## src/rtl/pc_next_unit.sv

```systemverilog
// pc_next_unit
//   Fetch-stage next-PC generator and program-counter register. Each cycle
//   the next PC is picked from five sources, highest priority first:
//   trap vector, branch target, return-address stack (RAS) top, jump target
//   and sequential pc+4. The PC is held on stall (trap still wins). The RAS
//   is circular: pushing onto a full stack overwrites the oldest entry.
//
// Ports
//   clk, rst_n          clock, asynchronous active-low reset
//   stall               hold PC and RAS; only trap is honoured
//   trap                load TRAP_VECTOR
//   branch_taken/target load branch_target
//   jump/jump_target    load jump_target; with call, push the link address
//   call                qualifies jump
//   ret                 pop RAS and load the popped address
//   pc, pc_plus4        registered PC and PC+4
//   redirect            one-cycle pulse after a non-sequential PC update
//   ras_empty/ras_full  RAS occupancy flags
//   ras_ovf/ras_unf     one-cycle pulses: push on full / ret on empty
module pc_next_unit #(
  parameter int unsigned  N           = 32,
  parameter int unsigned  RAS_DEPTH   = 4,
  parameter logic [N-1:0] RESET_PC    = '0,
  parameter logic [N-1:0] TRAP_VECTOR = N'(32'h0000_0080)
) (
  input  logic         clk,
  input  logic         rst_n,
  input  logic         stall,
  input  logic         trap,
  input  logic         branch_taken,
  input  logic [N-1:0] branch_target,
  input  logic         jump,
  input  logic         call,
  input  logic [N-1:0] jump_target,
  input  logic         ret,
  output logic [N-1:0] pc,
  output logic [N-1:0] pc_plus4,
  output logic         redirect,
  output logic         ras_empty,
  output logic         ras_full,
  output logic         ras_ovf,
  output logic         ras_unf
);

  localparam int unsigned PW = (RAS_DEPTH > 1) ? $clog2(RAS_DEPTH) : 1;
  localparam int unsigned CW = PW + 1;

  localparam logic [N-1:0]  ALIGN_MASK = ~N'(3);
  localparam logic [N-1:0]  PC_STEP    = N'(4);
  localparam logic [N-1:0]  RESET_PC_A = RESET_PC & ALIGN_MASK;
  localparam logic [CW-1:0] CNT_FULL   = CW'(RAS_DEPTH);

  logic [N-1:0]  pc_q, pc_d, pc_sel;
  logic [N-1:0]  pc_plus4_q, pc_plus4_d;
  logic [N-1:0]  ras_q [RAS_DEPTH];
  logic [N-1:0]  ras_d [RAS_DEPTH];
  logic [PW-1:0] ptr_q, ptr_d, ptr_inc;
  logic [CW-1:0] cnt_q, cnt_d;
  logic          redirect_q, redirect_d;
  logic          ras_ovf_q, ras_ovf_d;
  logic          ras_unf_q, ras_unf_d;
  logic          empty_w, full_w;

  assign empty_w = (cnt_q == '0);
  assign full_w  = (cnt_q == CNT_FULL);
  assign ptr_inc = ptr_q + PW'(1);

  always_comb begin
    pc_sel     = pc_q;
    ras_d      = ras_q;
    ptr_d      = ptr_q;
    cnt_d      = cnt_q;
    redirect_d = 1'b0;
    ras_ovf_d  = 1'b0;
    ras_unf_d  = 1'b0;

    if (trap) begin
      pc_sel     = TRAP_VECTOR;
      redirect_d = 1'b1;
    end else if (!stall) begin
      if (branch_taken) begin
        pc_sel     = branch_target;
        redirect_d = 1'b1;
      end else if (ret) begin
        if (empty_w) begin
          // Nothing to predict from: fall through sequentially.
          pc_sel    = pc_plus4_q;
          ras_unf_d = 1'b1;
        end else begin
          pc_sel     = ras_q[ptr_q];
          ptr_d      = ptr_q - PW'(1);
          cnt_d      = cnt_q - CW'(1);
          redirect_d = 1'b1;
        end
      end else if (jump) begin
        pc_sel     = jump_target;
        redirect_d = 1'b1;
        if (call) begin
          // pc_plus4_q is the link; on a full stack the slot after the top
          // holds the oldest entry, so advancing the pointer overwrites it.
          ras_d[ptr_inc] = pc_plus4_q;
          ptr_d          = ptr_inc;
          if (full_w) ras_ovf_d = 1'b1;
          else        cnt_d     = cnt_q + CW'(1);
        end
      end else begin
        pc_sel = pc_plus4_q;
      end
    end
  end

  assign pc_d       = pc_sel & ALIGN_MASK;
  assign pc_plus4_d = pc_d + PC_STEP;

  always_ff @(posedge clk or negedge rst_n) begin
    if (!rst_n) begin
      pc_q       <= RESET_PC_A;
      pc_plus4_q <= RESET_PC_A + PC_STEP;
      for (int i = 0; i < int'(RAS_DEPTH); i++) ras_q[i] <= '0;
      ptr_q      <= '0;
      cnt_q      <= '0;
      redirect_q <= 1'b0;
      ras_ovf_q  <= 1'b0;
      ras_unf_q  <= 1'b0;
    end else begin
      pc_q       <= pc_d;
      pc_plus4_q <= pc_plus4_d;
      ras_q      <= ras_d;
      ptr_q      <= ptr_d;
      cnt_q      <= cnt_d;
      redirect_q <= redirect_d;
      ras_ovf_q  <= ras_ovf_d;
      ras_unf_q  <= ras_unf_d;
    end
  end

  assign pc        = pc_q;
  assign pc_plus4  = pc_plus4_q;
  assign redirect  = redirect_q;
  assign ras_empty = empty_w;
  assign ras_full  = full_w;
  assign ras_ovf   = ras_ovf_q;
  assign ras_unf   = ras_unf_q;

endmodule

```

## config.mk

```make
export PLATFORM = sky130hd
export DESIGN_NAME = pc_next_unit
export DESIGN_NICKNAME = d
export VERILOG_FILES = /design/src/rtl/pc_next_unit.sv
export SDC_FILE = /design/constraint.sdc
export NUM_CORES = 1
export LEC_CHECK = 0
export ABC_AREA = 0
export BUFFER_PORTS_ARGS = -buffer_cell sky130_fd_sc_hd__buf_2
export CAP_MARGIN = 20
export CORE_AREA = 8 8 134 136
export CTS_CLUSTER_DIAMETER = 40
export DETAILED_ROUTE_END_ITERATION = 6
export DIE_AREA = 0 0 142 144
export PLACE_DENSITY = 0.89
export REMOVE_ABC_BUFFERS = 1
export SLEW_MARGIN = 20
export SYNTH_ARGS = -nofsm -noshare
export SYNTH_HDL_FRONTEND = slang
export SYNTH_SLANG_ARGS = --single-unit
```

## constraint.sdc

```tcl
create_clock -name clk -period 6.6 [get_ports clk]
set_input_delay 0.66 -clock clk [delete_from_list [all_inputs] [get_ports clk]]
set_output_delay 0.66 -clock clk [all_outputs]
set_load 0.1 [all_outputs]
```

==> impl_metrics.toml <==
[timing]
max_freq_mhz = 273
skew_ns = 0.00739
setup_viol = 0
tightest_slew_ns = 1.06
final-hold-violation-count = 0
period_share_pct = 55.5
maxSlewViolCount = 0
rsz0062_at_grt = "false"
setup_slack_ns = 2.94
tns_ns = 0
relSlewSlack_pct = 29.0
period_needed_ns = 3.66

[floorplanning]
initial_core_util_pct = 59.7
ios = 141
core-area_um2 = 16100
dieArea_um2 = 20400
row_count = 47
fp.dieH_um = 144
die_x_um = 142

[power_and_ir_drop]
p_leak_nw = 5.31
p_per_area_nw_per_um2 = 312
peakVddDrop_v = 0.000240

[clock_network]
insertion_delay_ns = 0.44
cts_tree = "built"
max-clock-path-buffers = 2
cts_resized = 0
hold_buffers = 0
cts_made_buffers = 17
htreeDepth = 4
cts_setup_buffers = 0
cts.clk_slew.worst_paths_ns = 0.07
root_buffer = "clkbuf_16"
numClockSinks = 188

[drt]
dr.pass1.iters = 6
ant_nets = 0
drcViolationCount = 0
drtIter0Drc = 674
totalWireLength_mm = 25.6
viasPerCell = 6.45
post_drt_wl_per_cell_um = 23.6
vias = 7000

[setup_path]
arrival_ns = 3.97
reg2reg_slack_ns = 2.94
worstReg2RegStart = "cnt_q[2]"
reg2reg_to = "pc_plus4[27]"
worstSetupPathType = "reg2reg"
cp-end-kind = "register"
worstPathMaxFanout = 17
ff2ff_path_depth = 7
critPathLaunchType = "register"
required_ns = 6.91

[status]
status = "completed"

[synth]
async_reset_ff_share_pct = 100
ys_ff_latch = 188
ys_seq_area_share_pct = 49.1
synthFlopType = "dfrtp_1"
synth_mux_area_share_pct = 25.3
synth_edf_count = 0
synth_cell_types = 70
ys_warn_count = 0
synth_xor_area_share_pct = 2.83
synth-simple-area-share_pct = 9.35
synthCells = 740
synth_compound_area_share_pct = 7.89
synth_fa_ha_area_share_pct = 0.731
synth_top_family_by_area = "multiplexers"
avgSynthCellArea_um2 = 12.9
netlist_area_um2 = 9580

[grt]
grt_use_total_pct = 25.4
first_global_vias = 7194
grt_pass1_wl_mm = 39.4
antenna_found_initial = 1
grt_max_degree = 113
grt-ovfl-total = 0

[finish]
fill_cells = 1058
area_delta_synth_final_pct = 13.9
layout.nets = 929
drive_above_1_share_pct = 44.2
final_cell_area_um2 = 10900

[placed_design]
hpwlAfterDp_mm = 16.6
routabilityCongestion = 0.829
place_area_um2 = 10300
pre_cts_slack_ns = 2.40
portBuffers = 132

[job]
cap_violations = 0

[min_path]
hold_class = "in2async"
==> through the flow <==
| stage | cells | hold slack, ns | utilization [%] | total power, mW |
|---|---|---|---|---|
| floorplan | 689 | 0.364 | - | 2.07 |
| global placement | 1051 | 0.481 | 63.9 | 2.31 |
| detailed placement | 1051 | 0.488 | 63.9 | 2.34 |
| CTS | 1082 | 0.404 | 67.7 | 3.39 |
| global route | 1085 | 0.150 | 68.0 | 3.51 |
| finish | 1085 | 0.129 | 68.0 | 3.41 |
==> registers in the layout (all words and copies together) (netlist names) <==
| signal | cells |
|---|---|
| cnt_q | 3 |
| pc | 30 |
| pc_plus4 | 30 |
| ptr_q | 2 |
| ras_ovf | 1 |
| ras_q | 120 |
| ras_unf | 1 |
| redirect | 1 |
==> critical path, stage by stage (launching register included) <==
cell and delay (ns):
dfrtp_1 0.55, or3_1 0.88, mux2i_1 0.16, o21ai_0 0.56, nand3b_1 0.17, nor4_2 0.71, nand4_1 0.27, xnor2_1 0.20
==> layout by cell type, fill, tap and decap left out, types with 7 or more instances in the layout <==
cell	instances
buf_2	131
nor2_1	13
o211ai_1	7
xnor2_1	22
inv_1	22
nand2b_1	13
o21ai_0	14
mux4_2	30
mux2_2	146
o211ai_2	7
nand4_1	16
dfrtp_1	186
and2_1	9
nand2_1	53
nand3_1	17
a21oi_1	13
mux2i_1	10
a221oi_1	20
xor2_1	9
clkbuf_16	17
buf_4	10
==> per-layer routing <==
metal	track usage (%)	part of all wire (%)
met1	31.1	38
met2	41.0	49
met3	6.37	8.4
met4	13.3	4.1
met5	0	0
==> cells by family (layout without fill, tap and decap cells) <==
logic type,after synthesis,after routing
AO/OA/AOI/OAI,93,93
XOR/XNOR,31,31
adder cells (fa/ha/maj),5,5
buffers and inverters,79,200
flip-flops,188,188
multiplexers,186,186
other,1,5
AND/OR/NAND/NOR,157,157
==> layout make-up <==
class                      instances  area [um2]  share of cell area [%]
antenna                            1        2.50                  0.0229
clock buffer                      20         467                    4.28
clock inverter                    11         143                    1.31
inverter                          25         106                   0.974
multi-input combinational        476        4430                    40.6
sequential                       188        4710                    43.1
tap                              220         275                    2.52
timing repair buffer             144         781                    7.15
==> worst max path at each step <==
stage | from | to | slack, ns | depth (start not counted)
after CTS | cnt_q[0] | pc_plus4[27] | 2.82 | 7
after global placement | ret | pc_plus4[27] | 2.50 | 8
final | cnt_q[2] | pc_plus4[27] | 2.94 | 7
after detailed placement | ret | pc_plus4[27] | 2.40 | 8
after floorplan | ptr_q[0] | pc_plus4[26] | 3.31 | 7
after global routing | cnt_q[2] | pc_plus4[27] | 2.82 | 7
==> Yosys cell counts (2+ instances only) <==
cell type  number  area (um2)
o21ai_1         5        25.0
mux2_2        146        1640
nor2_1         13        48.8
a211oi_1        2        15.0
a211o_1         3        26.3
xnor2_1        22         193
clkbuf_1       19        71.3
o211ai_1        7        52.6
mux2i_1        10         100
buf_6           7        78.8
nand4_1        16         100
buf_4           7        52.6
a311o_1         2        20.0
a311oi_1        2        17.5
nor2b_1         4        25.0
and2_1          9        56.3
ha_1            4        50.1
o21ai_0        14        70.1
dfrtp_1       187        4680
and4_1          2        17.5
xor2_1          9        78.8
mux4_2         30         676
o211ai_2        7        87.6
a21oi_1        13        65.1
nor4b_1         2        17.5
inv_1          22        82.6
buf_2          17        85.1
a221oi_2        6        90.1
buf_12          3        60.1
nand2b_1       13        81.3
nor4_2          2        25.0
nand3_1        17        85.1
nand2_1        53         199
nor3_2          3        30.0
a221oi_1       20         175
nor4bb_1        2        20.0
nor3_1          4        20.0
and3_1          4        25.0
==> where the power goes <==
group	internal, mW	switching (mW)	total (mW)
Combinational	0.314	0.617	0.932
Clock	0.622	0.443	1.06
Sequential	1.27	0.141	1.41
Total	2.21	1.20	3.41
(Power assumes the default switching activity.)
